File: src/rtl/accum_array.sv
// Multi-lane accumulator. A four-phase req/done handshake applies one shared opcode
// to every lane selected by the mask, with optional clamping and sticky overflow flags.
module accum_array #(
  parameter int unsigned NUM_LANES   = 4,
  parameter int unsigned ACCUM_WIDTH = 32,
  parameter int unsigned ADD_WIDTH   = 16,
  parameter int unsigned SATURATE    = 0
) (
  input  logic                   clk,
  input  logic                   reset_l,
  input  logic                   req,
  input  logic [1:0]             op,
  input  logic [NUM_LANES-1:0]   lane_mask,
  input  logic [ADD_WIDTH-1:0]   operand [NUM_LANES],
  output logic [ACCUM_WIDTH-1:0] accum   [NUM_LANES],
  output logic [NUM_LANES-1:0]   ovf,
  output logic                   busy,
  output logic                   done,
  output logic [15:0]            op_count
);

  localparam int unsigned EXT_W = ACCUM_WIDTH + 1;

  localparam logic [1:0] OP_ADD   = 2'b00;
  localparam logic [1:0] OP_SUB   = 2'b01;
  localparam logic [1:0] OP_LOAD  = 2'b10;
  localparam logic [1:0] OP_CLEAR = 2'b11;

  typedef enum logic [1:0] {
    S_IDLE = 2'b00,
    S_EXEC = 2'b01,
    S_DONE = 2'b10
  } state_t;

  state_t                 r_state;
  state_t                 w_state_nxt;

  logic [1:0]             r_op;
  logic [NUM_LANES-1:0]   r_mask;
  logic [ADD_WIDTH-1:0]   r_operand   [NUM_LANES];
  logic [ACCUM_WIDTH-1:0] r_accum     [NUM_LANES];
  logic [NUM_LANES-1:0]   r_ovf;
  logic                   r_busy;
  logic                   r_done;
  logic [15:0]            r_op_count;

  logic [EXT_W-1:0]       w_sum       [NUM_LANES];
  logic [EXT_W-1:0]       w_diff      [NUM_LANES];
  logic [ACCUM_WIDTH-1:0] w_accum_nxt [NUM_LANES];
  logic [NUM_LANES-1:0]   w_ovf_nxt;

  // State register
  always_ff @(posedge clk or negedge reset_l) begin
    if (!reset_l) r_state <= S_IDLE;
    else          r_state <= w_state_nxt;
  end

  // Next-state logic
  always_comb begin
    w_state_nxt = r_state;
    case (r_state)
      S_IDLE:  if (req) w_state_nxt = S_EXEC;
      S_EXEC:  w_state_nxt = S_DONE;
      S_DONE:  if (!req) w_state_nxt = S_IDLE;
      default: w_state_nxt = S_IDLE;
    endcase
  end

  // Request capture; inputs are only looked at in IDLE
  always_ff @(posedge clk or negedge reset_l) begin
    if (!reset_l) begin
      r_op   <= OP_ADD;
      r_mask <= '0;
      for (int i = 0; i < NUM_LANES; i++) r_operand[i] <= '0;
    end else if (r_state == S_IDLE && req) begin
      r_op   <= op;
      r_mask <= lane_mask;
      for (int i = 0; i < NUM_LANES; i++) r_operand[i] <= operand[i];
    end
  end

  // Per-lane result; the extra top bit is the carry (ADD) or borrow (SUB)
  always_comb begin
    for (int i = 0; i < NUM_LANES; i++) begin
      w_sum[i]       = {1'b0, r_accum[i]} + EXT_W'(r_operand[i]);
      w_diff[i]      = {1'b0, r_accum[i]} - EXT_W'(r_operand[i]);
      w_accum_nxt[i] = r_accum[i];
      w_ovf_nxt[i]   = r_ovf[i];
      if (r_mask[i]) begin
        case (r_op)
          OP_ADD: begin
            w_accum_nxt[i] = w_sum[i][ACCUM_WIDTH-1:0];
            if (w_sum[i][ACCUM_WIDTH]) begin
              w_ovf_nxt[i] = 1'b1;
              if (SATURATE != 0) w_accum_nxt[i] = '1;
            end
          end
          OP_SUB: begin
            w_accum_nxt[i] = w_diff[i][ACCUM_WIDTH-1:0];
            if (w_diff[i][ACCUM_WIDTH]) begin
              w_ovf_nxt[i] = 1'b1;
              if (SATURATE != 0) w_accum_nxt[i] = '0;
            end
          end
          OP_LOAD: begin
            w_accum_nxt[i] = ACCUM_WIDTH'(r_operand[i]);
            w_ovf_nxt[i]   = 1'b0;
          end
          default: begin
            w_accum_nxt[i] = '0;
            w_ovf_nxt[i]   = 1'b0;
          end
        endcase
      end
    end
  end

  // Lane state and op counter commit on the EXEC->DONE edge only
  always_ff @(posedge clk or negedge reset_l) begin
    if (!reset_l) begin
      for (int i = 0; i < NUM_LANES; i++) r_accum[i] <= '0;
      r_ovf      <= '0;
      r_op_count <= '0;
    end else if (r_state == S_EXEC) begin
      for (int i = 0; i < NUM_LANES; i++) r_accum[i] <= w_accum_nxt[i];
      r_ovf      <= w_ovf_nxt;
      r_op_count <= r_op_count + 16'd1;
    end
  end

  // Status flags registered from the next state so they track the FSM exactly
  always_ff @(posedge clk or negedge reset_l) begin
    if (!reset_l) begin
      r_busy <= 1'b0;
      r_done <= 1'b0;
    end else begin
      r_busy <= (w_state_nxt != S_IDLE);
      r_done <= (w_state_nxt == S_DONE);
    end
  end

  assign accum    = r_accum;
  assign ovf      = r_ovf;
  assign busy     = r_busy;
  assign done     = r_done;
  assign op_count = r_op_count;

endmodule

File: config.mk
export PLATFORM = sky130hd
export DESIGN_NAME = accum_array
export DESIGN_NICKNAME = d
export VERILOG_FILES = /design/src/rtl/accum_array.sv
export SDC_FILE = /design/constraint.sdc
export NUM_CORES = 1
export LEC_CHECK = 0
export CAP_MARGIN = 10
export CORE_AREA = 2 2 195 197
export CTS_BUF_LIST = sky130_fd_sc_hd__clkbuf_4
export DETAILED_ROUTE_END_ITERATION = 8
export DIE_AREA = 0 0 197 199
export GPL_TIMING_DRIVEN = 1
export PLACE_DENSITY = 0.71
export SLEW_MARGIN = 0
export SYNTH_ARGS = -nofsm -noshare
export SYNTH_HDL_FRONTEND = slang
export SYNTH_SLANG_ARGS = --single-unit
export TNS_END_PERCENT = 20
File: constraint.sdc
create_clock -name clk -period 9.02 [get_ports clk]
set_clock_uncertainty 0.2 [all_clocks]
set_input_delay 1.804 -clock clk [delete_from_list [all_inputs] [get_ports clk]]
set_output_delay 1.804 -clock clk [all_outputs]
set_load 0.01 [all_outputs]
==> results_dict.tcl <==
set metrics [dict create \
    status "complete, no violations" \
    start_util 0.492 \
    clk_path_buf_depth 3 \
    hold_path_class "reg -> reg" \
    slowest_stage "clkdlybuf4s50_1" \
    crit_required_ps 7020 \
    ys_types 89 \
    arrival_ps 1970 \
    seqCellArea_um2 5560 \
    die_y_um 199 \
    die_w_um 197 \
    top_layer_used "met5" \
    firstDrtPassIters 7 \
    crit_family "buffers and inverters" \
    die_area_um2 39200 \
    cp_cell_sequence "clkdlybuf4s50_1" \
    fin_area_um2 21500 \
    p_leak_nw 9.09 \
    whs_endpoint "op_count[15]" \
    cts_made_buffers 69 \
    first_global_vias 17500 \
    met1_length_um 24700 \
    syn-num-nets 2498 \
    postCtsResizedCells 0 \
    layout.nets 2666 \
    finalSetupViolCount 0 \
    insertion_delay_ps 770 \
    wl_met2_um 26300 \
    postSynthCellCount 2285 \
    synth-main-ff-cell "dfrtp_1" \
    grt_antenna_before_repair 4 \
    wirelength_um 56700 \
    grtUsageTotal 0.287 \
    r2r_slack_ps 5050 \
    final.setup.tns_ps 0 \
    ant_nets 0 \
    start_kind "register" \
    ir_drop_v 0.000196 \
    dp_hpwl_um 39400 \
    yosys_warnings 0 \
    setup.worst_path.end_class "output port" \
    power.density_nw_per_um2 431 \
    critPathMaxStageDelay_ps 620 \
    hold_path_depth 1 \
    cts_sinks 222 \
    crit_type "reg -> out" \
    multi_input_area_um2 11600 \
    core_um2 37100 \
    routed_via_density 6.10 \
    tightest_slew_ps 1110 \
    synth-edff-count 0 \
    syn_avg_cell_area_um2 7.99 \
    finalWeightedCongestion 0.936 \
    syn_to_final_growth_pct 17.9 \
    synth-seq-cells 222 \
    wl_met3_um 3780 \
    fin_crit_sh 0.441 \
    grt_max_degree 93 \
    drc_errors 0 \
    clk_pin_slew_worst_paths_ps 60 \
    ctsHoldBuffers 0 \
    cp_num_buf_inv 1 \
    route.vias.total 18200 \
    cts_setup_buffers 0 \
    max_freq_mhz 251 \
    io_buffers 222 \
    grt_pass1_wl_um 91300 \
    r2r_cells 10 \
    yosysSeqAreaShare 0.304 \
    drive_gt1_frac 0.0701 \
    fin_crit_ps 3980 \
    netlist_area_um2 18300 \
    drt_iter0_markers 1311 \
    htree_levels 3 \
    wire_per_inst_um 19.0 \
    globalRouteOverflowTotal 0 \
    hold_viol_final 0 \
    maxSlewHeadroom 0.238 \
    placementRows 71 \
    fillerInstances 3464 \
    drv_slew 0 \
    root_buffer "clkbuf_4" \
    worst-path-max-fanout 14 \
    worstReg2RegEnd "accum[17]" \
    rsz0062_at_grt "false" \
    dpl-instance-area_um2 20700 \
    hp-start "op_count[15]" \
    r2r-start "r_operand[4]" \
    ys_async_sr_fraction 1.00 \
    drv_cap 0 \
    num_io_pins 223 \
    cts_tree "yes" \
]
worst max-delay path by stage:
| stage | startpoint | end | slack [ps] | depth (start not counted) |
|---|---|---|---|---|
| 2_1_floorplan | accum[40] | accum[53] | 5620 | 10 |
| 3_5_place_dp | req | r_mask[2] | 4320 | 6 |
| 6_report | accum[16] | accum[16] | 5040 | 1 |
| 3_3_place_gp | req | r_operand[16] | 4390 | 6 |
| 5_1_grt | r_operand[4] | accum[17] | 4770 | 10 |
| 4_1_cts | accum[51] | accum[51] | 4990 | 1 |
final cells by class:
type	count	area share
antenna	5	0.000582
clock buffer	97	0.0339
clock inverter	19	0.00465
inverter	141	0.0246
multi-input combinational	1781	0.541
sequential	222	0.259
tap	474	0.0276
timing repair buffer	238	0.109
cell usage after synthesis (34+ instances only):
| cell type | instances | area [um^2] |
|---|---|---|
| nand2_1 | 246 | 923 |
| dfrtp_1 | 222 | 5560 |
| o21ai_0 | 213 | 1070 |
| nor2_1 | 167 | 627 |
| a21oi_1 | 153 | 766 |
| inv_1 | 140 | 526 |
| ha_1 | 132 | 1650 |
| clkbuf_1 | 119 | 447 |
| nor3_1 | 61 | 305 |
| xnor2_1 | 51 | 447 |
| nand3_1 | 50 | 250 |
| mux2i_1 | 39 | 390 |
| or3_1 | 39 | 244 |
| a22oi_1 | 36 | 270 |
| nor2b_1 | 36 | 225 |
| nand4_1 | 34 | 213 |
cells by family after synthesis:
group,count (synthesis),share of synthesized area
muxes,49,0.0276
DFF,222,0.304
AOI/OAI and AO/OA,723,0.258
xor gates and xnor gates,69,0.0331
and+or+nand+nor,800,0.218
adders and majority gates,140,0.0993
buffers and inverters,282,0.0593
routing by layer:
metal / GRT usage / vias up
li1: - / 8670
met1: 0.371 / 8729
met2: 0.466 / 634
met3: 0.0617 / 123
met4: 0.117 / 2
met5: 0 / -
power by group:
| part | switching (mW) | internal [mW] | total [mW] |
|---|---|---|---|
| clock | 0.490 | 0.521 | 1.01 |
| combinational | 3.64 | 2.58 | 6.22 |
| sequential | 0.624 | 1.41 | 2.04 |
| total | 4.76 | 4.51 | 9.27 |
sequential cells by signal (all words and copies together) (netlist names):
register,cells
accum,128
busy,1
done,1
op_count,16
ovf,4
r_mask,4
r_op,2
r_operand,64
r_state,2
cells in the final DEF, fill, tap and decap left out, types with 19 or more instances in the layout:
cell               n
nand2_1          244
clkbuf_4          97
a211oi_1          26
nand2b_1          26
mux2i_1           39
nand4_1           34
a21oi_1          153
clkdlybuf4s50_1  221
o21ai_0          213
a22oi_1           36
inv_1            139
and3_1            19
o211ai_1          30
nor2_1           166
ha_1             132
o21a_1            32
or3_1             39
nor4_1            27
xnor2_1           51
nor3_1            61
nand3_1           50
nor2b_1           34
o31ai_1           27
dfrtp_1          220
per-stage QoR:
| step | cells | util | hold WS (ps) | setup slack (ps) | power [mW] |
|---|---|---|---|---|---|
| 2_1_floorplan | 2285 | - | 295 | 5620 | 6.29 |
| 3_3_place_gp | 2856 | 0.557 | 260 | 4390 | 8.04 |
| 3_5_place_dp | 2856 | 0.557 | 276 | 4320 | 8.16 |
| 4_1_cts | 2972 | 0.579 | 290 | 4990 | 9.23 |
| 5_1_grt | 2976 | 0.579 | 295 | 4770 | 10.1 |
| 6_report | 2977 | 0.579 | 286 | 5040 | 9.27 |
worst reg2reg max path, stage by stage (launching register included):
cell and delay (ps):
dfrtp_1 380, inv_1 70, ha_1 390, inv_1 120, a22oi_1 250, nand2_1 170
a2111oi_1 930, a211oi_1 360, o211ai_1 540, a2111oi_0 200, a211o_1 260
Note: power is estimated with default switching activity, not from simulation.
